$ cat src/rtl/sr_cmd_pkg.sv
// Shared types and default parameters for the SR latch command stage.
package sr_cmd_pkg;

    typedef enum logic [1:0] {
        ST_INIT  = 2'd0,
        ST_IDLE  = 2'd1,
        ST_SET_P = 2'd2,
        ST_RST_P = 2'd3
    } state_e;

    localparam int DEF_SYNC_STAGES = 2;
    localparam int DEF_DEBOUNCE    = 16;
    localparam int DEF_CNT_W       = 16;
    localparam int DEF_PULSE_LEN   = 2;

endpackage

$ cat src/rtl/btn_debounce.sv
// Button synchronizer, debounce counter and rising-edge request pulse.
module btn_debounce
    import sr_cmd_pkg::*;
#(
    parameter int SYNC_STAGES = DEF_SYNC_STAGES,
    parameter int DEBOUNCE    = DEF_DEBOUNCE,
    parameter int CNT_W       = DEF_CNT_W
) (
    input  logic clk,
    input  logic rst_n,
    input  logic btn,
    output logic req
);

    logic [SYNC_STAGES-1:0] sync;
    logic                   sync_v;
    logic                   stable;
    logic [CNT_W-1:0]       cnt;
    logic                   hit;

    assign sync_v = sync[SYNC_STAGES-1];
    assign hit    = (cnt == CNT_W'(DEBOUNCE - 1));

    // A new level is accepted only after DEBOUNCE consecutive differing samples
    always_ff @(posedge clk or negedge rst_n) begin
        if (!rst_n) begin
            sync   <= '0;
            stable <= 1'b0;
            cnt    <= '0;
            req    <= 1'b0;
        end else begin
            sync <= {sync[SYNC_STAGES-2:0], btn};
            req  <= 1'b0;
            if (sync_v == stable) begin
                cnt <= '0;
            end else if (hit) begin
                stable <= sync_v;
                cnt    <= '0;
                req    <= sync_v;
            end else begin
                cnt <= cnt + 1'b1;
            end
        end
    end

endmodule

$ cat src/rtl/sr_cmd_debounce.sv
// Command stage for the NOR SR latch: debounced buttons to clean s/r pulses.
module sr_cmd_debounce
    import sr_cmd_pkg::*;
#(
    parameter int SYNC_STAGES = DEF_SYNC_STAGES,
    parameter int DEBOUNCE    = DEF_DEBOUNCE,
    parameter int CNT_W       = DEF_CNT_W,
    parameter int PULSE_LEN   = DEF_PULSE_LEN
) (
    input  logic clk,
    input  logic rst_n,
    input  logic set_btn,
    input  logic rst_btn,
    output logic s,
    output logic r,
    output logic q_mirror,
    output logic busy,
    output logic conflict
);

    localparam int PW = $clog2(PULSE_LEN + 1);

    state_e        state;
    logic [PW-1:0] pcnt;
    logic          req_s;
    logic          req_r;
    logic          pend_s;
    logic          pend_r;
    logic          want_s;
    logic          want_r;
    logic          done;

    btn_debounce #(
        .SYNC_STAGES(SYNC_STAGES),
        .DEBOUNCE   (DEBOUNCE),
        .CNT_W      (CNT_W)
    ) u_set (
        .clk  (clk),
        .rst_n(rst_n),
        .btn  (set_btn),
        .req  (req_s)
    );

    btn_debounce #(
        .SYNC_STAGES(SYNC_STAGES),
        .DEBOUNCE   (DEBOUNCE),
        .CNT_W      (CNT_W)
    ) u_rst (
        .clk  (clk),
        .rst_n(rst_n),
        .btn  (rst_btn),
        .req  (req_r)
    );

    assign want_s = req_s | pend_s;
    assign want_r = req_r | pend_r;
    assign done   = (pcnt == PW'(PULSE_LEN));

    always_ff @(posedge clk or negedge rst_n) begin
        if (!rst_n) begin
            state    <= ST_INIT;
            pcnt     <= '0;
            s        <= 1'b0;
            r        <= 1'b0;
            q_mirror <= 1'b0;
            busy     <= 1'b0;
            conflict <= 1'b0;
            pend_s   <= 1'b0;
            pend_r   <= 1'b0;
        end else begin
            conflict <= 1'b0;
            // Requests seen outside IDLE are held one-deep until IDLE
            if (state == ST_IDLE) begin
                pend_s <= 1'b0;
                pend_r <= 1'b0;
            end else begin
                pend_s <= pend_s | req_s;
                pend_r <= pend_r | req_r;
            end
            unique case (state)
                ST_INIT: begin
                    if (done) begin
                        r     <= 1'b0;
                        busy  <= 1'b0;
                        pcnt  <= '0;
                        state <= ST_IDLE;
                    end else begin
                        r    <= 1'b1;
                        busy <= 1'b1;
                        pcnt <= pcnt + 1'b1;
                    end
                end
                ST_IDLE: begin
                    if (want_s && want_r) begin
                        conflict <= 1'b1;
                    end else if (want_s && !q_mirror) begin
                        s        <= 1'b1;
                        q_mirror <= 1'b1;
                        busy     <= 1'b1;
                        pcnt     <= PW'(1);
                        state    <= ST_SET_P;
                    end else if (want_r && q_mirror) begin
                        r        <= 1'b1;
                        q_mirror <= 1'b0;
                        busy     <= 1'b1;
                        pcnt     <= PW'(1);
                        state    <= ST_RST_P;
                    end
                end
                ST_SET_P: begin
                    if (done) begin
                        s     <= 1'b0;
                        busy  <= 1'b0;
                        pcnt  <= '0;
                        state <= ST_IDLE;
                    end else begin
                        pcnt <= pcnt + 1'b1;
                    end
                end
                ST_RST_P: begin
                    if (done) begin
                        r     <= 1'b0;
                        busy  <= 1'b0;
                        pcnt  <= '0;
                        state <= ST_IDLE;
                    end else begin
                        pcnt <= pcnt + 1'b1;
                    end
                end
                default: state <= ST_INIT;
            endcase
        end
    end

    a_no_sr: assert property (@(posedge clk) disable iff (!rst_n) !(s && r));

endmodule

$ cat config.mk
export PLATFORM = sky130hd
export DESIGN_NAME = sr_cmd_debounce
export DESIGN_NICKNAME = d
export VERILOG_FILES = /design/src/rtl/sr_cmd_pkg.sv /design/src/rtl/btn_debounce.sv /design/src/rtl/sr_cmd_debounce.sv
export SDC_FILE = /design/constraint.sdc
export NUM_CORES = 1
export LEC_CHECK = 0
export CAP_MARGIN = 20
export CORE_AREA = 4 4 68 70
export CTS_BUF_LIST = sky130_fd_sc_hd__clkbuf_2 sky130_fd_sc_hd__clkbuf_4 sky130_fd_sc_hd__clkbuf_8
export DETAILED_ROUTE_END_ITERATION = 6
export DIE_AREA = 0 0 72 74
export PLACE_DENSITY = 0.76
export SETUP_SLACK_MARGIN = 0.1
export SKIP_LAST_GASP = 1
export SLEW_MARGIN = 25
export SYNTH_ARGS = -nofsm -noshare
export SYNTH_HDL_FRONTEND = slang
export SYNTH_SLANG_ARGS = --single-unit
$ cat constraint.sdc
create_clock -name clk -period 2 [get_ports clk]
set_input_delay 0.3 -clock clk [delete_from_list [all_inputs] [get_ports clk]]
set_output_delay 0.3 -clock clk [all_outputs]
set_load 0.05 [all_outputs]
==> results_dict.tcl <==
set metrics [dict create \
    status "completed" \
    synth-adder-area-share_pct 1.07 \
    initial_core_util_pct 59.1 \
    finalWorstSetupSlack_ns 0.205 \
    synth_top_area_share_pct 54.4 \
    clkSinkCount 51 \
    die_x_um 72 \
    grt_max_degree 22 \
    syn_nets 222 \
    crit_path_end_kind "output pin" \
    hold_class "reg2reg" \
    die_height_um 74 \
    postCtsSetupBuffers 0 \
    rsz0062_at_grt "false" \
    critPathArrivalTime_ns 1.49 \
    crit_path_max_incr_delay_ns 0.81 \
    slowest_stage "clkdlybuf4s50_1" \
    nets 238 \
    syn_to_final_growth_pct 11.3 \
    ff2ff_path_depth 5 \
    yosysWarnings 0 \
    p_per_area_nw_per_um2 706 \
    place_ws_ns 0.414 \
    cts_tree "done" \
    max-slew-margin-rel_pct 66.4 \
    syn_area_per_cell_um2 10.9 \
    synth_area_leader_cell "dfrtp_1" \
    critPathBufInv 1 \
    synth_compound_area_share_pct 4.00 \
    synth_simple_gate_area_share_pct 26.3 \
    core_area_um2 3970 \
    synthMuxAreaShare_pct 1.39 \
    synthXorXnorAreaFrac_pct 10.8 \
    grt_pass1_wl_mm 6.84 \
    die_area_um2 5330 \
    power_leakage_uw 0.00112 \
    hold_depth 0 \
    rows 23 \
    synth_cell_types 35 \
    place_congestion 0.831 \
    yosys-top-cells-area "dfrtp_1, xnor2_1, nor2_1" \
    wirelength_mm 3.90 \
    hpwl_mm 2.77 \
    grt_use_total_pct 16.7 \
    critPathKind "reg2out" \
    fmax_mhz 557 \
    drt-pass1-iter-count 4 \
    syn_inst 216 \
    cp_max_fo 3 \
    tritoncts.num_buffers 5 \
    worstHoldEndpoint "u_rst.sync[1]" \
    synth-seq-cells 51 \
    htree_num_levels 2 \
    slew_violations 0 \
    worst-slew-pin-transition_ns 0.504 \
    rrSetupSlack_ns 0.41 \
    min-delay-start "u_rst.sync[0]" \
    fin_crit_sh_pct 89.7 \
    io_buffers 8 \
    ios 9 \
    drive_gt1_share_pct 11.6 \
    peakVddDrop_mv 0.591 \
    synth_area_um2 2350 \
    timing.rr.start "u_set.cnt[0]" \
    path_clk_slew_ns 0.09 \
    antenna_found_initial 0 \
    min_period_ns 1.79 \
    clock_path_buffers 2 \
    postRouteAntennaNets 0 \
    synth_top_family_by_area "simple AND/OR/NAND/NOR gates" \
    cp.required_ns 1.70 \
    viasPerCell 5.61 \
    drt_iter0_markers 53 \
    ys_seq_area_share_pct 54.4 \
    crit_chain "clkdlybuf4s50_1" \
    crit_path_start_kind "register" \
    finalSetupViolations 0 \
    vias 1588 \
    fin_skew_ns 0.00528 \
    detail_route.wl_per_cell_um 13.8 \
    cts_root_buf "clkbuf_8" \
    diodes 0 \
    holdWs_ns 0.361 \
    drc_errors 0 \
    maxCapViolCount 0 \
    tns_ns 0 \
    finalHoldViolations 0 \
    grt_pass1_vias 1476 \
    clock_latency_ns 0.31 \
    regToRegEndpoint "u_set.cnt[5]" \
    grt.overflow.total 0 \
    crit_family "buffers and inverters" \
]
-- sequential cells by signal, summed over array words and instances, names as in the netlist --
register and flops:
u_rst.sync 2, u_rst.cnt 16, s 1, u_set.sync 2, q_mirror 1, pcnt 2
conflict 1, u_rst.stable 1, pend_s 1, u_set.stable 1, pend_r 1, u_rst.req 1
r 1, busy 1, state 2, u_set.req 1, u_set.cnt 16
-- worst register-to-register path: stages (launching register included) --
cell     delay [ns]
dfrtp_1        0.43
ha_1           0.24
and3_1         0.23
nand4_1        0.19
nand2_2        0.30
nor2_1         0.09
-- logic make-up after synthesis --
| kind of cell | count (synthesis) |
|---|---|
| adders and majority gates | 2 |
| DFF | 51 |
| xor gates and xnor gates | 29 |
| and+or+nand+nor | 106 |
| AOI/OAI and AO/OA | 15 |
| muxes | 3 |
| buffers and inverters | 10 |
-- synth_stat cells (all sizes together) --
master and n:
a21oi 5, a221oi 1, a2bb2oi 1, a31o 2
and3 4, and3b 1, buf 3, dfrtp 51
ha 2, inv 7, mux2 2, mux2i 1
nand2 10, nand2b 2, nand3 10, nand4 10
nor2 41, nor2b 1, nor3 9, nor3b 3
nor4 15, o21ai 5, o31a 1, xnor2 23
xor2 6
-- cells in the final DEF (no fill, tap or decap), types with 2 or more instances in the layout --
cell type / instances
nor4_2: 6
clkdlybuf4s50_1: 6
buf_4: 3
ha_1: 2
xnor2_1: 23
nor2_1: 40
nand2_2: 2
xor2_1: 6
nor3b_1: 3
nor3_1: 9
nor4_1: 8
and3_1: 4
clkbuf_8: 5
mux2_1: 2
dfrtp_1: 51
nand2b_1: 2
o21ai_0: 4
inv_1: 7
nand4_1: 7
a21oi_1: 5
nand4_2: 2
nand2_1: 8
nand3_1: 9
-- through the flow --
step | total power [µW] | area, µm² | std cells | util (%)
floorplan | 1110 | 2350 | 216 | -
global placement | 1150 | 2490 | 274 | 62.6
detailed placement | 1150 | 2490 | 274 | 62.6
CTS | 1870 | 2610 | 283 | 65.7
global route | 1910 | 2610 | 283 | 65.8
finish | 1840 | 2610 | 283 | 65.8
-- report_power, final --
group,internal [µW],switching [µW],total (µW),leakage [µW]
logic,23.1,43.2,66.3,0.000371
clock network,373,344,716,0.0000581
registers,1050,15.3,1060,0.000693
total,1440,402,1840,0.00112
-- timing repair --
action,CTS,global route
endpoints found under the setup margin,0,1
hold endpoints to repair,19,0
resized for setup,0,1
hold buffers,1,0
-- layer usage --
| layer | GRT usage (%) | vias to the layer above | share of wire, % |
|---|---|---|---|
| li1 | - | 779 | - |
| met1 | 23.6 | 781 | 50 |
| met2 | 24.8 | 22 | 44 |
| met3 | 4.46 | 6 | 3.7 |
| met4 | 6.68 | 0 | 1.7 |
| met5 | 0 | - | 0 |
-- area by class of cell --
type	count	area, µm²
clock inverters	3	43.8
fillers	311	1360
repair buffers	12	110
inverters	7	26.3
multi-input cells	155	1020
well taps	50	62.6
clock buffers	5	68.8
flip-flops and latches	51	1280
-- worst max path at each step --
stage | slack [ns] | endpoint | from | cells after the start
after floorplan | 0.59 | u_rst.stable | u_rst.cnt[0] | 4
after global placement | 0.45 | u_rst.cnt[2] | u_rst.cnt[0] | 5
after detailed placement | 0.41 | u_set.cnt[2] | u_set.cnt[0] | 5
after CTS | 0.11 | q_mirror | q_mirror | 1
after global routing | 0.15 | r | r | 1
final | 0.21 | r | r | 1
Power figures use the tool's default switching activity.
==> edit: new RTL, config.mk and constraints unchanged <==
`DEF_PULSE_LEN`: 2 -> 1.
--- a/src/rtl/sr_cmd_pkg.sv
+++ b/src/rtl/sr_cmd_pkg.sv
@@ -11,7 +11,7 @@
     localparam int DEF_SYNC_STAGES = 2;
     localparam int DEF_DEBOUNCE    = 16;
     localparam int DEF_CNT_W       = 16;
-    localparam int DEF_PULSE_LEN   = 2;
+    localparam int DEF_PULSE_LEN   = 1;
 
 endpackage
 
Check against the original RTL: not equivalent (Yosys sat finds a counterexample within 4 cycles, from zero or initial values and one cycle with rst_n low).
==> edit against the unedited design <==
Clock skew down 0.0014 ns. Final area fell by 2.0%. Clock power fell by 2%. Sequential cell count decreased by 1. Setup slack gained 0.011 ns. Global-route usage fell by 0.23 points. Synthesized area shrank 1.9%. Total power fell by 2.2%. Utilization fell by 1.3 points. Critical path type unchanged. Largest cell class unchanged. Wire length is 6.7% lower. Sequential share of layout area is essentially flat.
==> edit: results <==
run_status:
  status: "finished, final reports clean"
route:
  viasPerCell: 5.37
  drt_iter0_drc: 54
  wirelength_microns: 3640
  wl_met3_microns: 93
  wl_met1_microns: 1780
  dr_wl_met2_microns: 1720
  wire_per_inst_microns: 12.9
layout:
  nets: 237
  layout-drive-gt1-share: 0.113
  top_regs: "u_rst.cnt (16), u_set.cnt (16)"
setup_path:
  reg2reg_slack_ns: 0.32
  crit_slowest_cell: "clkdlybuf4s50_1"
  crit_family: "buffers and inverters"
pwr:
  peakVddDrop_uv: 495
  internal-power_mw: 1.45
  leakage_nw: 1.11
placement:
  gp_congestion: 0.774
  preCtsSetupSlack_ns: 0.348
  place_area_sq_um: 2430
  dp_hpwl_microns: 2570
  place.port_buffers: 8
  dp_cells: 273
clock_tree:
  path_clk_slew_ns: 0.08
  cts_buffers: 5
  clockRootBuffer: "clkbuf_8"
  clock_latency_ns: 0.29
  htreeDepth: 2
  postCtsSetupBuffers: 0
global_routing:
  grtUsageTotal: 0.165
  grt_util_met1: 0.224
  grt_pass1_vias: 1511
  met3_usage: 0.0446
  grt_start_max_net_pins: 26
  grt_pass1_wl_microns: 6770
  met2_usage: 0.252
yosys:
  ys_seq_area_frac: 0.544
  synth_commonest_cells: "dfrtp_1 (50), nor2_1 (44), xnor2_1 (25)"
  ys_types: 32
  yosys-top-cells-area: "dfrtp_1 (54%), xnor2_1 (9.5%), nor2_1 (7.2%)"
  synthCells: 216
sta:
  tightest_slew_ns: 0.540
  period_minus_slack_ns: 1.78
  hold_ws_ns: 0.353
  skew_ns: 0.00383
[edit: cell types whose count changed in the layout (fill, tap and decap cells not counted), moves of 2 or more]
cell | unedited run | this run
nand4_1 | 7 | 4
a21oi_1 | 5 | 7
inv_1 | 7 | 9
nor2_1 | 40 | 44
xnor2_1 | 23 | 25
o21ai_0 | 4 | 2
[edit: cells by family (layout without fill, tap and decap cells)]
| logic type | count (synthesis) | in the layout | share of synthesized area |
|---|---|---|---|
| muxes | 2 | 2 | 0.00979 |
| buffers and inverters | 12 | 27 | 0.0228 |
| DFF | 50 | 50 | 0.544 |
| AOI/OAI and AO/OA | 13 | 13 | 0.0321 |
| and+or+nand+nor | 107 | 107 | 0.266 |
| adders and majority gates | 2 | 2 | 0.0109 |
| xor gates and xnor gates | 30 | 30 | 0.114 |
[edit: layout make-up]
cell class,count,area [sq um]
fillers,295,1410
clock buffers,6,82.6
multi-input cells,154,997
inverters,9,33.8
well taps,50,62.6
repair buffers,11,103
clock inverters,1,30.0
flip-flops and latches,50,1250
[edit: worst paths after layout]
kind	startpoint	to	cells past startpoint
hold / removal	u_set.sync[0]	u_set.sync[1]	0
setup / recovery	s	s	1
setup reg to reg	u_rst.cnt[12]	u_rst.cnt[10]	4
hold reg to reg	u_set.sync[0]	u_set.sync[1]	0
min in group asynchronous	rst_n	busy	2
max in group asynchronous	rst_n	u_rst.cnt[10]	3
[edit: power groups by stage]
stage	Combinational [mW]	Clock [mW]	Sequential, mW
floorplan	0.0284	0	1.06
global placement	0.0641	0	1.06
detailed placement	0.0651	0	1.06
CTS	0.0670	0.722	1.04
global route	0.0749	0.769	1.04
finish	0.0644	0.699	1.04
[edit: repair_timing]
item | in CTS | in global routing
hold buffers | 1 | 0
endpoints found under the hold margin | 23 | 0
endpoints found under the setup margin | 0 | 1
resized for setup | 0 | 1
